==> src/rtl/hc595_chain_driver_pkg.sv <==
// hc595_pkg: shared FSM state type and frame-width helper for the 595 chain driver
package hc595_pkg;
  typedef enum logic [1:0] {IDLE, SHIFT, LATCH} state_t;
  function automatic int frame_bits(input int n_chips);
    return 8 * n_chips;
  endfunction
endpackage

==> src/rtl/hc595_chain_driver_if.sv <==
// hc595_chain_driver_if: frame handshake plus 595 pin bundle between display logic and the driver
interface hc595_chain_driver_if #(parameter int W = 16);
  logic [W-1:0] i_data;
  logic i_start;
  logic i_auto;
  logic o_busy;
  logic o_done;
  logic o_dio;
  logic o_srclk;
  logic o_rclk;
  modport master (output i_data, i_start, i_auto, input o_busy, o_done, o_dio, o_srclk, o_rclk);
  modport slave (input i_data, i_start, i_auto, output o_busy, o_done, o_dio, o_srclk, o_rclk);
endinterface

==> src/rtl/hc595_chain_driver_tick_gen.sv <==
// hc595_tick_gen: one-cycle tick every HALF_DIV clocks while enabled, cleared when disabled
module hc595_tick_gen #(parameter int HALF_DIV = 2) (
  input  logic i_clk,
  input  logic i_rst,
  input  logic i_en,
  output logic o_tick
);
  localparam int CW = HALF_DIV > 1 ? $clog2(HALF_DIV) : 1;
  logic [CW-1:0] r_cnt;
  logic w_wrap;
  assign w_wrap = r_cnt == CW'(HALF_DIV - 1);
  assign o_tick = i_en & w_wrap;
  always_ff @(posedge i_clk) begin
    if (i_rst || !i_en) r_cnt <= '0;
    else r_cnt <= w_wrap ? '0 : r_cnt + CW'(1);
  end
endmodule

==> src/rtl/hc595_chain_driver.sv <==
// hc595_chain_driver: serialises a word into a chain of 74HC595s and pulses the storage latch
module hc595_chain_driver import hc595_pkg::*; #(
  parameter int N_CHIPS   = 2,
  parameter int HALF_DIV  = 2,
  parameter int LSB_FIRST = 0
) (
  input logic i_clk,
  input logic i_rst,
  hc595_chain_driver_if.slave bus
);
  localparam int W = frame_bits(N_CHIPS);
  localparam int BW = $clog2(W + 1);
  localparam bit LSB = LSB_FIRST != 0;
  generate
    if (N_CHIPS < 1 || HALF_DIV < 1) begin : g_bad_params
      $error("hc595_chain_driver: N_CHIPS and HALF_DIV must be >= 1");
    end
  endgenerate
  state_t r_state, w_state_n;
  logic [BW-1:0] r_bit, w_bit_n;
  logic [W-1:0] r_sh, w_sh_n;
  logic r_dio, r_srclk, r_rclk, r_busy, r_done;
  logic w_dio_n, w_srclk_n, w_rclk_n, w_busy_n, w_done_n;
  logic w_tick, w_tick_en;
  assign w_tick_en = r_state != IDLE;
  hc595_tick_gen #(.HALF_DIV(HALF_DIV)) u_tick (
    .i_clk (i_clk),
    .i_rst (i_rst),
    .i_en  (w_tick_en),
    .o_tick(w_tick)
  );
  // the shadow register is pre-shifted so its outgoing end always holds the next bit to send
  always_comb begin
    w_state_n = r_state;
    w_bit_n   = r_bit;
    w_sh_n    = r_sh;
    w_dio_n   = r_dio;
    w_srclk_n = r_srclk;
    w_rclk_n  = r_rclk;
    w_busy_n  = r_busy;
    w_done_n  = 1'b0;
    case (r_state)
      IDLE: if (bus.i_start || bus.i_auto) begin
        w_state_n = SHIFT;
        w_bit_n   = '0;
        w_sh_n    = LSB ? bus.i_data >> 1 : bus.i_data << 1;
        w_dio_n   = LSB ? bus.i_data[0] : bus.i_data[W-1];
        w_srclk_n = 1'b0;
        w_busy_n  = 1'b1;
      end
      SHIFT: if (w_tick) begin
        if (!r_srclk) w_srclk_n = 1'b1;
        else if (r_bit == BW'(W - 1)) begin
          w_state_n = LATCH;
          w_srclk_n = 1'b0;
          w_rclk_n  = 1'b1;
        end else begin
          w_bit_n   = r_bit + BW'(1);
          w_srclk_n = 1'b0;
          w_dio_n   = LSB ? r_sh[0] : r_sh[W-1];
          w_sh_n    = LSB ? r_sh >> 1 : r_sh << 1;
        end
      end
      LATCH: if (w_tick) begin
        w_state_n = IDLE;
        w_rclk_n  = 1'b0;
        w_busy_n  = 1'b0;
        w_done_n  = 1'b1;
      end
      default: w_state_n = IDLE;
    endcase
  end
  always_ff @(posedge i_clk) begin
    if (i_rst) begin
      r_state <= IDLE;
      r_bit   <= '0;
      r_sh    <= '0;
      r_dio   <= 1'b0;
      r_srclk <= 1'b0;
      r_rclk  <= 1'b0;
      r_busy  <= 1'b0;
      r_done  <= 1'b0;
    end else begin
      r_state <= w_state_n;
      r_bit   <= w_bit_n;
      r_sh    <= w_sh_n;
      r_dio   <= w_dio_n;
      r_srclk <= w_srclk_n;
      r_rclk  <= w_rclk_n;
      r_busy  <= w_busy_n;
      r_done  <= w_done_n;
    end
  end
  assign bus.o_dio   = r_dio;
  assign bus.o_srclk = r_srclk;
  assign bus.o_rclk  = r_rclk;
  assign bus.o_busy  = r_busy;
  assign bus.o_done  = r_done;
endmodule

==> src/flat_wrapper.sv <==
// flat-port wrapper written by rule: the top's interface ports become plain ports
module hc595_chain_driver_flat import hc595_pkg::*;
#(
  parameter int N_CHIPS   = 2,
  parameter int HALF_DIV  = 2,
  parameter int LSB_FIRST = 0
)
  (i_clk, i_rst, bus_i_data, bus_i_start, bus_i_auto, bus_o_busy, bus_o_done, bus_o_dio, bus_o_srclk, bus_o_rclk);
  hc595_chain_driver_if #(.W(16)) bus_i ();
  input logic i_clk;
  input logic i_rst;
  input wire logic [$bits(bus_i.i_data)-1:0] bus_i_data;
  input wire logic [$bits(bus_i.i_start)-1:0] bus_i_start;
  input wire logic [$bits(bus_i.i_auto)-1:0] bus_i_auto;
  output wire logic [$bits(bus_i.o_busy)-1:0] bus_o_busy;
  output wire logic [$bits(bus_i.o_done)-1:0] bus_o_done;
  output wire logic [$bits(bus_i.o_dio)-1:0] bus_o_dio;
  output wire logic [$bits(bus_i.o_srclk)-1:0] bus_o_srclk;
  output wire logic [$bits(bus_i.o_rclk)-1:0] bus_o_rclk;
  assign bus_i.i_data = bus_i_data;
  assign bus_i.i_start = bus_i_start;
  assign bus_i.i_auto = bus_i_auto;
  assign bus_o_busy = bus_i.o_busy;
  assign bus_o_done = bus_i.o_done;
  assign bus_o_dio = bus_i.o_dio;
  assign bus_o_srclk = bus_i.o_srclk;
  assign bus_o_rclk = bus_i.o_rclk;
  hc595_chain_driver #(.N_CHIPS(N_CHIPS), .HALF_DIV(HALF_DIV), .LSB_FIRST(LSB_FIRST)) u_core (.i_clk(i_clk), .i_rst(i_rst), .bus(bus_i));
endmodule
==> config.mk <==
export PLATFORM = sky130hd
export DESIGN_NAME = hc595_chain_driver_flat
export DESIGN_NICKNAME = d
export VERILOG_FILES = /design/src/rtl/hc595_chain_driver_pkg.sv /design/src/rtl/hc595_chain_driver_if.sv /design/src/rtl/hc595_chain_driver_tick_gen.sv /design/src/rtl/hc595_chain_driver.sv /design/src/flat_wrapper.sv
export SDC_FILE = /design/constraint.sdc
export NUM_CORES = 1
export LEC_CHECK = 0
export ABC_AREA = 1
export CAP_MARGIN = 20
export CELL_PAD_IN_SITES_DETAIL_PLACEMENT = 1
export CELL_PAD_IN_SITES_GLOBAL_PLACEMENT = 1
export CORE_MARGIN = 5
export CORE_UTILIZATION = 38
export CTS_CLUSTER_DIAMETER = 40
export CTS_CLUSTER_SIZE = 40
export DETAILED_ROUTE_END_ITERATION = 10
export PLACE_DENSITY_LB_ADDON = 0.25
export SYNTH_ARGS = -nofsm -noshare
export SYNTH_HDL_FRONTEND = slang
export SYNTH_HIERARCHICAL = 1
export SYNTH_SLANG_ARGS = --single-unit
==> constraint.sdc <==
create_clock -name i_clk -period 3.7 [get_ports i_clk]
set_input_delay 0.74 -clock i_clk [delete_from_list [all_inputs] [get_ports i_clk]]
set_output_delay 0.74 -clock i_clk [all_outputs]
set_load 0.005 [all_outputs]
Word-level counts from Yosys, hierarchy flattened. Index checks and enable logic that the tools add are counted.

Flip-flop bits (word level): 29. Input port bits: 20. Output and inout port bits: 5. Logic and storage cells: 70.

$add $sub $neg: 2. Equality and inequality tests: 9. Multiplexer cells: 33. Bitwise logic cells: 2. Reductions and logical operators: 15.

Operator list (number): $mux 16 (4); $pmux 16 s2 (1); $mux 5 (4); $reduce_and 5->1 (3); $mux 1 (13); $mux 2 (5); $pmux 5 s2 (1); $pmux 1 s2 (4); $reduce_bool 2->1 (4); $ne 2x1->1 const B (3); $ne 2x2->1 const B (3); $pmux 2 s3 (1); $reduce_and 3->1 (2); $add 5x1->5 const B (1); $eq 5x4->1 const B (1); $reduce_or 2->1 (2); $eq 2x1->1 const B (1); $eq 2x2->1 const B (1); $logic_not 2->1 (1); $logic_or 1x1->1 (2); $add 1x1->1 const B (1); $and 1x1->1 (1); $logic_not 1->1 (1); $not 1->1 (1).

Longest topological paths before layout.
Depth after elaboration: 5. Depth in mapped cells: 12. Mapped depth without buffers: 11.

By module. The synthesis kept the hierarchy.

By module, submodules not included: hc595_chain_driver (instances 1, cells each 201, area each 1327.5 um^2, sequential area each 540.5 um^2); hc595_tick_gen (instances 1, cells each 6, area each 41.3 um^2, sequential area each 20.0 um^2).

Worst setup path after synthesis. OpenSTA, ideal clock, no wires.

Path kind: register -> register. From: register u_core.r_bit[0]. To: register u_core.r_bit[4]. Setup time: 0.113 ns. Arrival: 1.470 ns. Required time: 3.587 ns. Slack: 2.117 ns. Cell stages (with the launch flop): 12. Path buffers: 1. Clock period less this slack: 1.583 ns. Cell sequence: dfxtp_1 > ha_1 > nand2_1 > nor2_1 > ha_1 > a21oi_1 > nand2_2 > inv_2 > nand2_8 > buf_6 > nor2_1 > nor2_1.

Word-level cells in the longest chain between the ends: 5.

Ends and longest elaborated chain: start: declaration (line hc595_chain_driver.sv:20) `logic [BW-1:0] r_bit, w_bit_n;`; start signal: assignment (line hc595_chain_driver.sv:85) `r_bit <= w_bit_n;`; $add 5x1->5 (line hc595_chain_driver.sv:58) `w_bit_n = r_bit + BW'(1);`; $mux 5 (line hc595_chain_driver.sv:53) `else if (r_bit == BW'(W - 1)) begin`; $mux 5 (line hc595_chain_driver.sv:52) `if (!r_srclk) w_srclk_n = 1'b1;`; $mux 5 (line hc595_chain_driver.sv:51) `SHIFT: if (w_tick) begin`; $pmux 5 s2 (line hc595_chain_driver.sv:42) `case (r_state)`.

Several ways; a longest one is shown, not always the timed one. The select of a mux whose other input is x is not followed. A chain may end at the register's enable or synchronous reset.

Worst setup path after layout.
From: register u_core.r_busy (netlist: u_core/bus.o_busy). To: output port bus_o_busy.

RTL lines: start: declaration (line hc595_chain_driver.sv:22) `logic r_dio, r_srclk, r_rclk, r_busy, r_done;`; start signal: assignment (line hc595_chain_driver.sv:90) `r_busy <= w_busy_n;`; end: declaration (line flat_wrapper.sv:15) `output wire logic [$bits(bus_i.o_busy)-1:0] bus_o_busy;`.

No word-level cell between the ends.

==> key figures <==
Run status
  • Status: complete, no violations

Global routing
  • GRT overflow: 0
  • First-pass GRT wire length: 6.341 mm
  • Largest net degree at the start of global routing: 25
  • Vias in the first global route: 1547
  • GRT Overall Usage: 15.61%
  • Initial antenna violation count: 0

Critical path
  • FF-to-FF path depth: 10
  • Worst reg2reg endpoint: u_core/r_bit[2]
  • Slowest cell delay on critical path: 0.51 ns
  • CP max FO: 2
  • Req. time, crit path: 2.96 ns
  • CP bufs+invs: 1
  • Worst path cell trace: clkdlybuf4s50_1
  • FF-to-FF setup slack: 1.72 ns
  • CP endpoint kind: output pin
  • WP data arrival: 1.24 ns
  • WS Path Type: reg -> out
  • Critical Path Source Type: register
  • Crit-path slowest cell: clkdlybuf4s50_1
  • Worst R2R Start: u_core/r_bit[0]
  • Crit-path leading delay family: buffers and inverters

Worst hold path
  • WHS Endpoint: u_core/bus.o_rclk
  • Worst hold path depth: 2
  • Hold_sp: u_core/bus.o_rclk
  • Worst hold path class: reg -> reg

Floorplan
  • Starting Density: approximately two fifths
  • Die Span X: 70.02 microns
  • Die Height: 70.02 microns
  • Die area: between 0.004 and 0.005 sq mm
  • # rows: 21
  • Io pins: 25
  • Core Box Area: 0.003416 sq mm

Pwr
  • Pwr Density: 449.8 mW/mm^2
  • VDD IR-drop max: 237.3 uV
  • Total Power: 0.0007406 W
  • Leakage Power: 0.7620 nW

STA
  • Worst Max-Slew Pin Slew: 0.6198 ns
  • Worst clock skew: between 0.005 and 0.006 ns
  • Setup Total Neg Slack: 0 ns
  • Max-slew violations: 0
  • Worst hold slack: 0.4941 ns
  • Final setup vio count: 0
  • Fin crit share: 53.50%
  • Max_slew headroom: 58.64%
  • Max Freq: 505.2 MHz
  • Tmin final: 1.979 ns
  • RSZ-0062 raised after global routing: false
  • Final number of hold-violating endpoints: 0

Clocking
  • Setup bufs post-CTS: 0
  • Hold buffers post-CTS: 0
  • CTS tree: done
  • Resized Gates After CTS: 0
  • Clk buf depth: 2
  • TritonCTS Buffers: 3
  • Clk sink count: 28
  • Skew-Pair Late Insertion Delay: about 0.34 ns
  • H-tree levels: 1
  • Clock Pin Slew Worst Setup and Hold Paths: roughly 0.15 ns
  • Root Driver: clkbuf_4

Placed design
  • RePlAce Congestion: between 0.7 and 0.8
  • I/O Buffers: 24
  • Placed wire-length estimate: 2.590 mm

Synth
  • Syn_area_per_cell: around 6.6 sq um
  • Cells after Synth: slightly above 200
  • Syn_nets: between 200 and 250
  • YS warnings: 6
  • Unique masters post-synth: 19
  • Sequential element share of the synthesized area: 40.95%
  • Post-synthesis cell area: ~0.0014 sq mm
  • #FFs+latches synth: 28

Routing
  • Initial DRC count: 45
  • Pre-antenna DRT Iters: 4
  • Post-DR wirelength/cell: 13.04 microns
  • Final ANT Viol Nets: 0
  • Via density: 4.828
  • Vias: 1318
  • Final wirelength: 3.559 mm
  • Remaining DRCs: 0

Final layout
  • Area grow syn2layout: 20.29%
  • Most frequent cells in the layout: nand2_1, nor2_1, dfxtp_1
  • Ant diodes: 0
  • Most common cell after layout, fill and taps aside: nand2_1
  • Layout cell share with drive strength beyond 1: 7.048%
  • Nets: 250

Job
  • # Max-Cap Violations: 0
==> registers in the layout, summed over array words and instances, names as in the netlist <==
name / count
u_core/r_sh: 15
u_core/r_bit: 5
u_core/r_state: 2
u_core/bus.o_busy: 1
u_core/bus.o_dio: 1
u_core/bus.o_done: 1
u_core/bus.o_rclk: 1
u_core/bus.o_srclk: 1
u_core/u_tick/r_cnt: 1
==> Yosys cell counts <==
library cell / n / area share, %
a21oi_1: 8 / 2.9
buf_2: 3 / 1.1
buf_6: 3 / 2.5
clkbuf_1: 2 / 0.55
dfxtp_1: 28 / 41
ha_1: 2 / 1.8
inv_1: 11 / 3.0
inv_2: 4 / 1.1
nand2_1: 64 / 18
nand2_2: 3 / 1.4
nand2_4: 1 / 0.82
nand2_8: 1 / 1.5
nand3_1: 3 / 1.1
nor2_1: 49 / 13
nor2_2: 1 / 0.46
nor2_4: 2 / 1.6
o21ai_0: 4 / 1.5
o21ai_1: 17 / 6.2
o21bai_1: 1 / 0.55
==> worst reg2reg max path: cells and delay by family (launching register included) <==
family	cells	cell delay (ns)
and+or+nand+nor	7	0.93
adders and majority gates	2	0.42
DFF	1	0.37
AOI/OAI and AO/OA	1	0.18
==> where the power goes <==
part | leakage (nW) | switching, W | total, W | internal, W
Clock | 0.0210 | 0.0000976 | 0.000158 | 0.0000604
Sequential | 0.231 | 0.0000253 | 0.000370 | 0.000344
Combinational | 0.510 | 0.000132 | 0.000213 | 0.0000809
Total | 0.762 | 0.000255 | 0.000741 | 0.000486
==> how the worst max path moves through the flow <==
stage / from / end / slack [ns] / cells after the start
6_report: u_core/bus.o_busy / bus_o_busy / 1.72 / 1
5_1_grt: u_core/r_bit[0] / u_core/r_sh[1] / 1.49 / 10
4_1_cts: u_core/r_bit[0] / u_core/r_bit[2] / 1.69 / 10
3_5_place_dp: bus_i_auto / u_core/r_bit[2] / 1.44 / 8
3_3_place_gp: bus_i_auto / u_core/r_bit[2] / 1.53 / 8
2_1_floorplan: u_core/r_bit[0] / u_core/r_bit[4] / 2.12 / 11
==> layout make-up <==
type	instances	area, sq um
fill	465	1769
sequential	28	560.5
inverter	15	56.30
clock buffer	4	36.28
timing repair buffer	24	240.2
tap	46	57.56
multi-input combinational	156	695.7
==> layer usage <==
metal / up-vias / GRT usage (%) / wire (microns)
li1: 679 / - / -
met2: 23 / 30.12 / 1843
met4: 0 / 7.660 / 82
met3: 8 / 3.587 / 115
met5: - / 0 / 0
met1: 608 / 15.34 / 1517
==> kinds of logic (layout without fill, tap and decap cells) <==
group / count (synthesis) / after routing / share of synthesized area (%)
flip-flops: 28 / 28 / 40.95
adder cells (fa/ha/maj): 2 / 2 / 1.828
AND/OR/NAND/NOR: 124 / 124 / 37.84
buffers and inverters: 23 / 43 / 8.226
AO/OA/AOI/OAI: 30 / 30 / 11.15
==> metrics by stage <==
stage               area (sq um)  setup slack [ns]  std cells  utilization [%]
floorplan                   1369             2.117        207                -
global placement            1610             1.528        269            47.14
detailed placement          1610             1.445        269            47.14
CTS                         1647             1.693        273            48.21
global route                1647             1.488        273            48.21
finish                      1647             1.721        273            48.21
Power figures use the tool's default switching activity.
